### config.mk
export PLATFORM = sky130hd
export DESIGN_NAME = seq_add_sub
export DESIGN_NICKNAME = d
export VERILOG_FILES = /design/src/rtl/seq_add_sub.sv
export SDC_FILE = /design/constraint.sdc
export NUM_CORES = 1
export LEC_CHECK = 0
export ABC_AREA = 1
export CORE_MARGIN = 3
export CORE_UTILIZATION = 59
export CTS_BUF_LIST = sky130_fd_sc_hd__clkbuf_4
export CTS_CLUSTER_DIAMETER = 40
export DETAILED_ROUTE_END_ITERATION = 8
export PLACE_DENSITY = 0.87
export SLEW_MARGIN = 20
export SYNTH_ARGS = -nofsm -noshare
export SYNTH_HDL_FRONTEND = slang
export SYNTH_SLANG_ARGS = --single-unit
### constraint.sdc
create_clock -name clk -period 3.7 [get_ports clk]
set_input_delay 0.74 -clock clk [delete_from_list [all_inputs] [get_ports clk]]
set_output_delay 0.74 -clock clk [all_outputs]
set_load 0.02 [all_outputs]
### src/rtl/seq_add_sub.sv
// Chunk-serial two's-complement adder/subtractor: CHUNK bits per clock, LSB
// chunk first, with a registered result, carry-out and signed overflow flag.
module seq_add_sub #(
  parameter int WIDTH = 16,
  parameter int CHUNK = 4
) (
  input  logic             clk,
  input  logic             rst,
  input  logic             start,
  input  logic             sub,
  input  logic [WIDTH-1:0] a,
  input  logic [WIDTH-1:0] b,
  output logic             ready,
  output logic             done,
  output logic [WIDTH-1:0] s,
  output logic             c,
  output logic             ovf
);

  localparam int N = WIDTH / CHUNK;
  localparam int IDX_W = (N > 1) ? $clog2(N) : 1;
  localparam logic [IDX_W-1:0] LAST_IDX = IDX_W'(N - 1);
  localparam logic [WIDTH-1:0] CHUNK_MASK = WIDTH'({CHUNK{1'b1}});

  typedef enum logic [1:0] {IDLE, RUN, DONE} state_e;

  state_e           state_q, state_d;
  logic [WIDTH-1:0] aOp_q, aOp_d;
  logic [WIDTH-1:0] bOp_q, bOp_d;
  logic [WIDTH-1:0] work_q, work_d;
  logic [WIDTH-1:0] s_q, s_d;
  logic             carry_q, carry_d;
  logic             c_q, c_d;
  logic             ovf_q, ovf_d;
  logic [IDX_W-1:0] idx_q, idx_d;

  int               chunkShift;
  logic [CHUNK-1:0] aChunk;
  logic [CHUNK-1:0] bChunk;
  logic [CHUNK:0]   chunkSum;
  logic [WIDTH-1:0] workMerged;
  logic             msbCarryIn;
  logic             lastChunk;

  // Datapath for the chunk selected by idx_q; bOp_q already holds ~b for subtract.
  always_comb begin
    chunkShift = int'(idx_q) * CHUNK;
    aChunk     = CHUNK'(aOp_q >> chunkShift);
    bChunk     = CHUNK'(bOp_q >> chunkShift);
    chunkSum   = {1'b0, aChunk} + {1'b0, bChunk} + {{CHUNK{1'b0}}, carry_q};
    workMerged = (work_q & ~(CHUNK_MASK << chunkShift)) |
                 (WIDTH'(chunkSum[CHUNK-1:0]) << chunkShift);
    // Sum bit = a ^ b ^ carry-in, so the MSB carry-in can be recovered from the result.
    msbCarryIn = aOp_q[WIDTH-1] ^ bOp_q[WIDTH-1] ^ workMerged[WIDTH-1];
    lastChunk  = (idx_q == LAST_IDX);
  end

  always_comb begin
    state_d = state_q;
    aOp_d   = aOp_q;
    bOp_d   = bOp_q;
    work_d  = work_q;
    carry_d = carry_q;
    idx_d   = idx_q;
    s_d     = s_q;
    c_d     = c_q;
    ovf_d   = ovf_q;
    case (state_q)
      IDLE: begin
        if (start) begin
          aOp_d   = a;
          bOp_d   = sub ? ~b : b;
          carry_d = sub;
          idx_d   = '0;
          work_d  = '0;
          state_d = RUN;
        end
      end
      RUN: begin
        work_d  = workMerged;
        carry_d = chunkSum[CHUNK];
        if (lastChunk) begin
          idx_d   = '0;
          s_d     = workMerged;
          c_d     = chunkSum[CHUNK];
          ovf_d   = msbCarryIn ^ chunkSum[CHUNK];
          state_d = DONE;
        end else begin
          idx_d = idx_q + IDX_W'(1);
        end
      end
      DONE: begin
        state_d = IDLE;
      end
      default: begin
        state_d = IDLE;
      end
    endcase
  end

  always_ff @(posedge clk) begin
    if (rst) begin
      state_q <= IDLE;
      aOp_q   <= '0;
      bOp_q   <= '0;
      work_q  <= '0;
      carry_q <= 1'b0;
      idx_q   <= '0;
      s_q     <= '0;
      c_q     <= 1'b0;
      ovf_q   <= 1'b0;
    end else begin
      state_q <= state_d;
      aOp_q   <= aOp_d;
      bOp_q   <= bOp_d;
      work_q  <= work_d;
      carry_q <= carry_d;
      idx_q   <= idx_d;
      s_q     <= s_d;
      c_q     <= c_d;
      ovf_q   <= ovf_d;
    end
  end

  assign ready = (state_q == IDLE);
  assign done  = (state_q == DONE);
  assign s     = s_q;
  assign c     = c_q;
  assign ovf   = ovf_q;

endmodule
# Word-level counts from Yosys, hierarchy flattened

Cells that the tools add are included.

Flip-flop bits (word level): 71
Bits of input ports: 36
Logic and storage cells: 45

$add $sub $neg: 3
Eq/ne operators: 5
Shift operators: 4
Muxes and demuxes: 11
Bitwise gates (word level): 7
Reduce and logical (&&, ||, !) cells: 6

Operators with widths:

| cell                                                                  | number |
|---|---|
| 16-bit two-way mux                                                    | 2 |
| 16-bit inverter                                                       | 2 |
| 16-bit case mux with 2 select lines                                   | 1 |
| 16-bit by 4-bit right shift with 4-bit output                         | 2 |
| 16-bit bitwise AND                                                    | 1 |
| 16-bit bitwise OR                                                     | 1 |
| 4-bit by 4-bit left shift with 16-bit output                          | 1 |
| 4-bit by 4-bit left shift with 16-bit output, first input constant    | 1 |
| 2-bit two-way mux                                                     | 4 |
| 2-bit case mux with 2 select lines                                    | 2 |
| 2-bit AND reduction                                                   | 4 |
| 4-bit by 4-bit adder with 5-bit output                                | 1 |
| 5-bit by 1-bit adder with 5-bit output                                | 1 |
| 2-bit equality test, second input constant                            | 2 |
| 2-bit != test, second input constant                                  | 2 |
| 1-bit XOR                                                             | 3 |
| 2-bit by 1-bit adder with 2-bit output, second input constant         | 1 |
| 2-bit by 1-bit equality test with 1-bit output, second input constant | 1 |
| 2-bit logical NOT                                                     | 1 |
| 1-bit case mux with 2 select lines                                    | 1 |
| 2-bit nonzero test                                                    | 1 |
| 1-bit two-way mux                                                     | 1 |

# Longest topological paths before layout

Gate-level depths: netlist of the first run.

Word-level depth: 7
Depth in mapped cells: 16

# Least setup slack after synthesis of the first run

No wires, ideal clock.

Path kind: register -> register
Start: register idx_q[0]
End: register s_q[2], in the netlist s[2]
Library setup time: 0.114 ns
Arrival time: 2.445 ns
Required time: 3.586 ns
Setup slack: 1.141 ns
Stages on the path, launching flop included: 13
Path through: dfxtp_1 -> buf_4 -> buf_2 -> buf_4 -> nor2_1 -> o22ai_1 -> fa_1 -> fa_1 -> or2_2 -> nand3_1 -> o22ai_1 -> o21bai_1 -> inv_1

Word-level cells in the longest chain between the ends: 5

Ends and longest elaborated chain:

| element                                                          | line   | source |
|---|---|---|
| start, declared                                                  | 35     | `logic [IDX_W-1:0] idx_q, idx_d;` |
| start signal, assigned                                           | 118    | `idx_q <= idx_d;` |
| 16-bit by 4-bit right shift with 4-bit output (on tied branches) | 48, 49 |  |
| 4-bit by 4-bit adder with 5-bit output                           | 50     | `chunkSum = {1'b0, aChunk} + {1'b0, bChunk} + {{CHUNK{1'b0}}, carry_q};` |
| 5-bit by 1-bit adder with 5-bit output                           | 50     |  |
| 4-bit by 4-bit left shift with 16-bit output                     | 52     | `(WIDTH'(chunkSum[CHUNK-1:0]) << chunkShift);` |
| 16-bit bitwise OR                                                | 51     | `workMerged = (work_q & ~(CHUNK_MASK << chunkShift)) \|` |
| end signal, assigned                                             | 109    | `s_q <= '0;` |
| end signal, assigned                                             | 119    | `s_q <= s_d;` |
| end, declared                                                    | 31     | `logic [WIDTH-1:0] s_q, s_d;` |

Several ways; a longest one is shown, not always the timed one.
A chain may end at the register's enable or synchronous reset.

# Worst setup path in the final report of the first run

Start: register idx_q[0]
End: register work_q[6]

Word-level cells in the longest chain between the ends: 6

Ends and longest elaborated chain:

| element                                                          | line   | source |
|---|---|---|
| 16-bit by 4-bit right shift with 4-bit output (on tied branches) | 48, 49 |  |
| 4-bit by 4-bit adder with 5-bit output                           | 50     |  |
| 5-bit by 1-bit adder with 5-bit output                           | 50     |  |
| 4-bit by 4-bit left shift with 16-bit output                     | 52     |  |
| 16-bit bitwise OR (*)                                            | 51     |  |
| 16-bit case mux with 2 select lines (*)                          | 68     | `case (state_q)` |
| end signal, assigned                                             | 116    | `work_q <= work_d;` |
| end, declared                                                    | 30     | `logic [WIDTH-1:0] work_q, work_d;` |

Mark *: on every way between the ends. The rest lies on a longest branch, timed or not.

==> results of run 1 <==
## sequential cells by signal, indices dropped and copies added, names as in the netlist
name     cells
aOp_q       16
bOp_q       16
c            1
carry_q      1
idx_q        2
ovf          1
s           16
state_q      2
work_q      13
## cell families after synthesis
group / after synthesis / synth area share (%)
simple gates: 167 / 22.5
compound gates: 101 / 20.2
flops: 68 / 40.3
buf+inv: 51 / 8.77
xor+xnor: 17 / 4.41
fa+ha+maj: 9 / 3.78
## power breakdown
part           switching, mW  leakage [nW]  total [mW]  internal [mW]
Clock                  0.251        0.0638       0.404          0.154
Sequential            0.0303         0.556       0.803          0.773
Combinational          0.226         0.911       0.379          0.152
Total                  0.507          1.53        1.59           1.08
## cell usage after synthesis (3+ instances only)
cell / n
sky130_fd_sc_hd__nor2_1: 73
sky130_fd_sc_hd__dfxtp_1: 68
sky130_fd_sc_hd__nand2_1: 58
sky130_fd_sc_hd__o21ai_0: 30
sky130_fd_sc_hd__nand3_1: 19
sky130_fd_sc_hd__xnor2_1: 17
sky130_fd_sc_hd__a211oi_2: 16
sky130_fd_sc_hd__a21oi_1: 16
sky130_fd_sc_hd__inv_1: 16
sky130_fd_sc_hd__o22ai_1: 14
sky130_fd_sc_hd__o21ai_1: 13
sky130_fd_sc_hd__buf_4: 10
sky130_fd_sc_hd__buf_6: 7
sky130_fd_sc_hd__ha_1: 7
sky130_fd_sc_hd__buf_2: 6
sky130_fd_sc_hd__clkbuf_1: 5
sky130_fd_sc_hd__a21oi_2: 4
sky130_fd_sc_hd__inv_2: 4
sky130_fd_sc_hd__nand2_4: 3
sky130_fd_sc_hd__nand3_2: 3
sky130_fd_sc_hd__o21ai_2: 3
sky130_fd_sc_hd__or2_2: 3
## critical path: stages, from the launching register on
cell and delay, ns:
sky130_fd_sc_hd__dfxtp_1 0.61, sky130_fd_sc_hd__inv_2 0.26, sky130_fd_sc_hd__o21ai_0 0.23, sky130_fd_sc_hd__o22ai_1 0.11, sky130_fd_sc_hd__fa_1 0.43, sky130_fd_sc_hd__fa_1 0.42
sky130_fd_sc_hd__or2_2 0.32, sky130_fd_sc_hd__nand3_1 0.10, sky130_fd_sc_hd__o21ai_0 0.11, sky130_fd_sc_hd__nand2_1 0.09, sky130_fd_sc_hd__a21oi_1 0.08
## stage by stage
| stage | hold slack [ns] | power, mW | instances | instance area (um^2) | setup slack (ns) |
|---|---|---|---|---|---|
| final | 0.473 | 1.59 | 530 | 3950 | 0.816 |
| after global routing | 0.490 | 1.67 | 530 | 3950 | 0.565 |
| after detailed placement | 0.459 | 1.19 | 514 | 3840 | 0.863 |
| after global placement | 0.451 | 1.18 | 514 | 3840 | 0.968 |
| after CTS | 0.474 | 1.59 | 530 | 3950 | 0.859 |
| after floorplan | 0.443 | 1.11 | 413 | 3380 | 1.14 |
## cell usage in the layout, fill, tap and decap left out
cell                              count
sky130_fd_sc_hd__nor2_1              73
sky130_fd_sc_hd__dfxtp_1             68
sky130_fd_sc_hd__nand2_1             58
sky130_fd_sc_hd__clkdlybuf4s50_1     55
sky130_fd_sc_hd__o21ai_0             30
sky130_fd_sc_hd__nand3_1             19
sky130_fd_sc_hd__xnor2_1             17
sky130_fd_sc_hd__inv_1               16
sky130_fd_sc_hd__a211oi_2            16
sky130_fd_sc_hd__a21oi_1             16
sky130_fd_sc_hd__o22ai_1             14
sky130_fd_sc_hd__o21ai_1             13
sky130_fd_sc_hd__clkbuf_4            12
sky130_fd_sc_hd__ha_1                 7
sky130_fd_sc_hd__inv_2                4
sky130_fd_sc_hd__clkinv_1             4
sky130_fd_sc_hd__a21oi_2              4
sky130_fd_sc_hd__buf_4                4
sky130_fd_sc_hd__nand2_4              3
sky130_fd_sc_hd__or2_2                3
sky130_fd_sc_hd__nand3_2              3
sky130_fd_sc_hd__o21ai_2              3
sky130_fd_sc_hd__nor2_8               2
sky130_fd_sc_hd__nand2_2              2
sky130_fd_sc_hd__nand4_1              2
sky130_fd_sc_hd__a32oi_1              2
sky130_fd_sc_hd__fa_1                 2
sky130_fd_sc_hd__nor2_2               1
sky130_fd_sc_hd__inv_4                1
sky130_fd_sc_hd__inv_6                1
sky130_fd_sc_hd__nand4_4              1
sky130_fd_sc_hd__a31oi_1              1
sky130_fd_sc_hd__o21bai_1             1
sky130_fd_sc_hd__o21a_1               1
sky130_fd_sc_hd__clkinv_2             1
## path summary, 6_finish.rpt
path / from / slack [ns] / end
max: idx_q[0] / 0.82 / work_q[6]
min: s[8] / 0.47 / s[8]
max reg2reg: idx_q[0] / 0.82 / work_q[6]
min reg2reg: s[8] / 0.47 / s[8]
## final cells by class
class,instances,area (um^2)
clock buffer,12,90.1
clock inverter,4,16.3
fill,427,1380
inverter,23,93.8
multi-input combinational,294,1720
sequential,68,1360
tap,70,87.6
timing repair buffer,59,581
## layer usage
metal | wire, um | up-vias | GRT usage, %
met5 | 0 | - | 0
met4 | 114 | 0 | 11.8
met3 | 510 | 15 | 4.82
met2 | 3610 | 95 | 40.7
met1 | 3230 | 1334 | 31.4
li1 | - | 1459 | -
==> qor.csv, run 1 <==
metric,value,unit
Leakage Power,1.53,nW
global-route total usage across every layer,24.8,%
wire length of the first global-routing pass,12700,um
run status,completed,
number of setup buffers added after CTS,0,
proportion of layout cells with a drive suffix above 1,13.3,%
number of global-route vias before repair,2709,
DRC violation count after routing,0,
number of slew-limit violations in the final report,0,
Hold Crit Depth,2,
die outline height,81.7,um
Startpoint Class,flop,
cells taking the most area after synthesis,"sky130_fd_sc_hd__dfxtp_1 (40%), sky130_fd_sc_hd__nor2_1 (8.1%), sky130_fd_sc_hd__nand2_1 (6.4%), sky130_fd_sc_hd__a211oi_2 (5.9%), sky130_fd_sc_hd__o21ai_0 (4.4%)",
clk_lat worst skew,0.42,ns
Hold Buf Count CTS,0,
fraction of registers with async set or reset after synthesis,0,%
endpoints failing hold,0,
Mapped Area,0.00338,mm^2
remaining max-slew budget at the tightest pin,41.1,%
violation count after the first detailed-routing iteration,195,
synthesized net count,458,
"Remaining Overflow, GRT",0,
Yosys top cell by area,sky130_fd_sc_hd__dfxtp_1,
FP Rows,26,
ant diodes,0,
Yosys warning count,0,
Critical Path AT,3.17,ns
biggest fanout along the worst timing path,23,
Worst Clk Skew,0.00895,ns
maximum count of clock buffers along a single path,2,
post-synthesis cell count,413,
RSZ-0062 raised after global routing,false,
power per unit of standard cell area,402,mW/mm^2
TritonCTS buffer count,9,
highest ir drop seen on vdd,237,uV
Post-layout nets,500,
Die Span X,81.7,um
post-detailed-routing wire length,7460,um
shortest period the worst path allows,2.88,ns
Core ar.,0.00534,mm^2
number of H-tree branching levels,3,
class of the most critical setup path,flop to flop,
top-level I/O count,56,
clock-pin slew reported for the worst setup and hold paths after clock tree synthesis,0.10,ns
sink count of the clock tree,68,
clock root buffer,sky130_fd_sc_hd__clkbuf_4,
placed wire-length estimate,5240,um
maximum clock rate,347,MHz
sequential cell area fraction in the yosys report,40.3,%
average wire per standard cell,14.1,um
final setup violating endpoints,0,
kind of end point of the critical path,flop,
top cell type's share of synthesized area,40.3,%
vias after detailed routing,2903,
cells resized by post-CTS repair,0,
number of distinct library cell variants in the gate-level netlist after synthesis,35,
path depth of the worst reg2reg path,10,
initial antenna violation count,0,
worst-margin pin slew,0.880,ns
die area,0.00667,mm^2
number of flops mapped to enable cells by yosys,0,
CTS tree,done,
count of state elements after synthesis,68,
endpoint required time on the critical path,3.99,ns
weighted congestion reported at the end of routability-driven placement,0.896,
max-cap violations,0,
antenna-violating nets left,0,
final design utilization,74.1,%
Initial DRT Pass Iterations,4,
Area Overhead vs Synth,16.9,%
routed vias/inst,5.48,
maximum number of pins on one net before global-route repair,51,
top_reg_cell synth,sky130_fd_sc_hd__dfxtp_1,
Sum Neg Setup Slack,0,ns
average instance area after synthesis,8.18,um^2
final critical-path share of the clock period,77.9,%
Hold Crit Class,flop to flop,
Initial Util,63.3,%
IO buf count,55,
(Power assumes the default switching activity.)
==> run 2: changes to the inputs <==
--- a/config.mk
+++ b/config.mk
@@ -7,11 +7,11 @@
 export LEC_CHECK = 0
 export ABC_AREA = 1
 export CORE_MARGIN = 3
-export CORE_UTILIZATION = 59
+export CORE_UTILIZATION = 50
 export CTS_BUF_LIST = sky130_fd_sc_hd__clkbuf_4
 export CTS_CLUSTER_DIAMETER = 40
 export DETAILED_ROUTE_END_ITERATION = 8
-export PLACE_DENSITY = 0.87
+export PLACE_DENSITY = 0.79
 export SLEW_MARGIN = 20
 export SYNTH_ARGS = -nofsm -noshare
 export SYNTH_HDL_FRONTEND = slang
==> constraint.sdc (replaced) <==
create_clock -name clk -period 2.6 [get_ports clk]
set_input_delay 0.52 -clock clk [delete_from_list [all_inputs] [get_ports clk]]
set_output_delay 0.52 -clock clk [all_outputs]
set_load 0.02 [all_outputs]
==> run 2 against run 1 <==
Clock power is 92% higher. Via count shrank 1.4%. Register-to-register slack lost 0.67 ns. Sequential share of layout area is 1.0 points lower. Largest power group unchanged. Final cell count increased by 2.8%. Clock-buffer cell count shrank 1.
==> qor.csv, run 2 (synthesized netlist as in run 1, its figures left out) <==
metric,value,unit
die area,0.00778,mm^2
Die Span X,88.2,um
clk_lat worst skew,0.42,ns
Met1 Routed Length,3240,um
uppermost metal layer occupied by signal nets,met4,
Leakage Power,1.59,nW
global-route total usage across every layer,20.1,%
number of H-tree branching levels,3,
FP Rows,29,
top-level I/O count,56,
"Remaining Overflow, GRT",0,
Hold Crit Class,flop to flop,
most frequent standard cell in the layout excluding fill and tap cells,sky130_fd_sc_hd__nor2_1,
highest ir drop seen on vdd,283,uV
Core ar.,0.00646,mm^2
maximum number of pins on one net before global-route repair,37,
average wire per standard cell,13.2,um
post-route total power,2.47,mW
violation count after the first detailed-routing iteration,129,
final hold slack,0.471,ns
routed vias/inst,5.25,
number of setup buffers added after CTS,0,
weighted congestion reported at the end of routability-driven placement,0.930,
wire length of the first global-routing pass,12100,um
RSZ-0062 raised after global routing,false,
class of the most critical setup path,flop to flop,
biggest fanout along the worst timing path,8,
sink count of the clock tree,68,
shortest period the worst path allows,2.45,ns
remaining max-slew budget at the tightest pin,68.1,%
maximum count of clock buffers along a single path,2,
post-detailed-routing wire length,7210,um
CTS tree,done,
antenna-violating nets left,0,
vias after detailed routing,2862,
placed wire-length estimate,5320,um
final critical-path share of the clock period,94.3,%
Initial Util,52.3,%
maximum clock rate,408,MHz
max-cap violations,0,
Startpoint Class,flop,
fill count,572,
die outline height,88.2,um
final design utilization,63.1,%
initial antenna violation count,0,
TritonCTS buffer count,9,
power per unit of standard cell area,606,mW/mm^2
endpoint required time on the critical path,2.89,ns
final setup violating endpoints,0,
run status,completed,
IO buf count,55,
endpoints failing hold,0,
number of global-route vias before repair,2637,
Critical Path AT,2.74,ns
routed wire length on met3,393,um
Post-layout nets,508,
proportion of layout cells with a drive suffix above 1,15.4,%
"top library cells by usage in the layout, fill and taps aside","sky130_fd_sc_hd__nor2_1 (73), sky130_fd_sc_hd__dfxtp_1 (67), sky130_fd_sc_hd__nand2_1 (58)",
ant diodes,0,
DRC violation count after routing,0,
area after detailed placement,0.00391,mm^2
Worst Clk Skew,0.0166,ns
Sum Neg Setup Slack,0,ns
fin area,0.00407,mm^2
clock root buffer,sky130_fd_sc_hd__clkbuf_4,
worst-margin pin slew,0.479,ns
kind of end point of the critical path,flop,
number of slew-limit violations in the final report,0,
Initial DRT Pass Iterations,4,
clock-pin slew reported for the worst setup and hold paths after clock tree synthesis,0.11,ns
Area Overhead vs Synth,20.5,%
wire length on met2,3410,um
-- run 2: worst paths after layout --
kind,depth (start not counted),end,slack (ns),startpoint
max,10,work_q[6],0.15,idx_q[0]
min,2,work_q[15],0.47,work_q[15]
max reg2reg,10,work_q[6],0.15,idx_q[0]
min reg2reg,2,work_q[15],0.47,work_q[15]
-- run 2: routing by layer --
| layer | global-route usage, % | up-vias |
|---|---|---|
| li1 | - | 1473 |
| met1 | 25.9 | 1286 |
| met2 | 31.6 | 87 |
| met3 | 4.38 | 16 |
| met4 | 10.4 | 0 |
| met5 | 0 | - |
-- run 2: cell type report --
cell class                 instances  area, um^2  area share, %
multi-input combinational        294        1720           42.3
sequential                        68        1360           33.4
timing repair buffer              67         641           15.7
tap                               77        96.3           2.36
inverter                          23        93.8           2.30
clock buffer                      11        82.6           2.03
clock inverter                     5        76.3           1.87
-- run 2: metrics by stage --
step                      std cells  setup WS, ns
after floorplan                 413        0.0414
after global placement          529         0.200
after detailed placement        529        0.0956
after CTS                       545        0.0682
after global routing            545       0.00106
final                           545         0.147
-- run 2: what timing repair did --
| action | 4_1_cts | 5_1_grt |
|---|---|---|
| endpoints found under the hold margin | 0 | 0 |
| setup endpoints to repair | 0 | 11 |
| hold buffers | 0 | 0 |
| gates resized for setup | 0 | 2 |
-- run 2: worst max-delay path, cell delays in order (launching register included) --
cell and delay, ns:
sky130_fd_sc_hd__dfxtp_2 0.40, sky130_fd_sc_hd__inv_2 0.09, sky130_fd_sc_hd__o21ai_0 0.15, sky130_fd_sc_hd__o22ai_1 0.11, sky130_fd_sc_hd__fa_1 0.47, sky130_fd_sc_hd__fa_1 0.44
sky130_fd_sc_hd__or2_2 0.32, sky130_fd_sc_hd__nand3_1 0.09, sky130_fd_sc_hd__o21ai_0 0.10, sky130_fd_sc_hd__nand2_1 0.08, sky130_fd_sc_hd__a21oi_1 0.07
-- run 2: report_power, final --
part           total [mW]  internal, mW  switching (mW)
registers            1.14          1.10          0.0372
logic               0.558         0.229           0.329
clock network       0.775         0.407           0.368
total                2.47          1.74           0.734
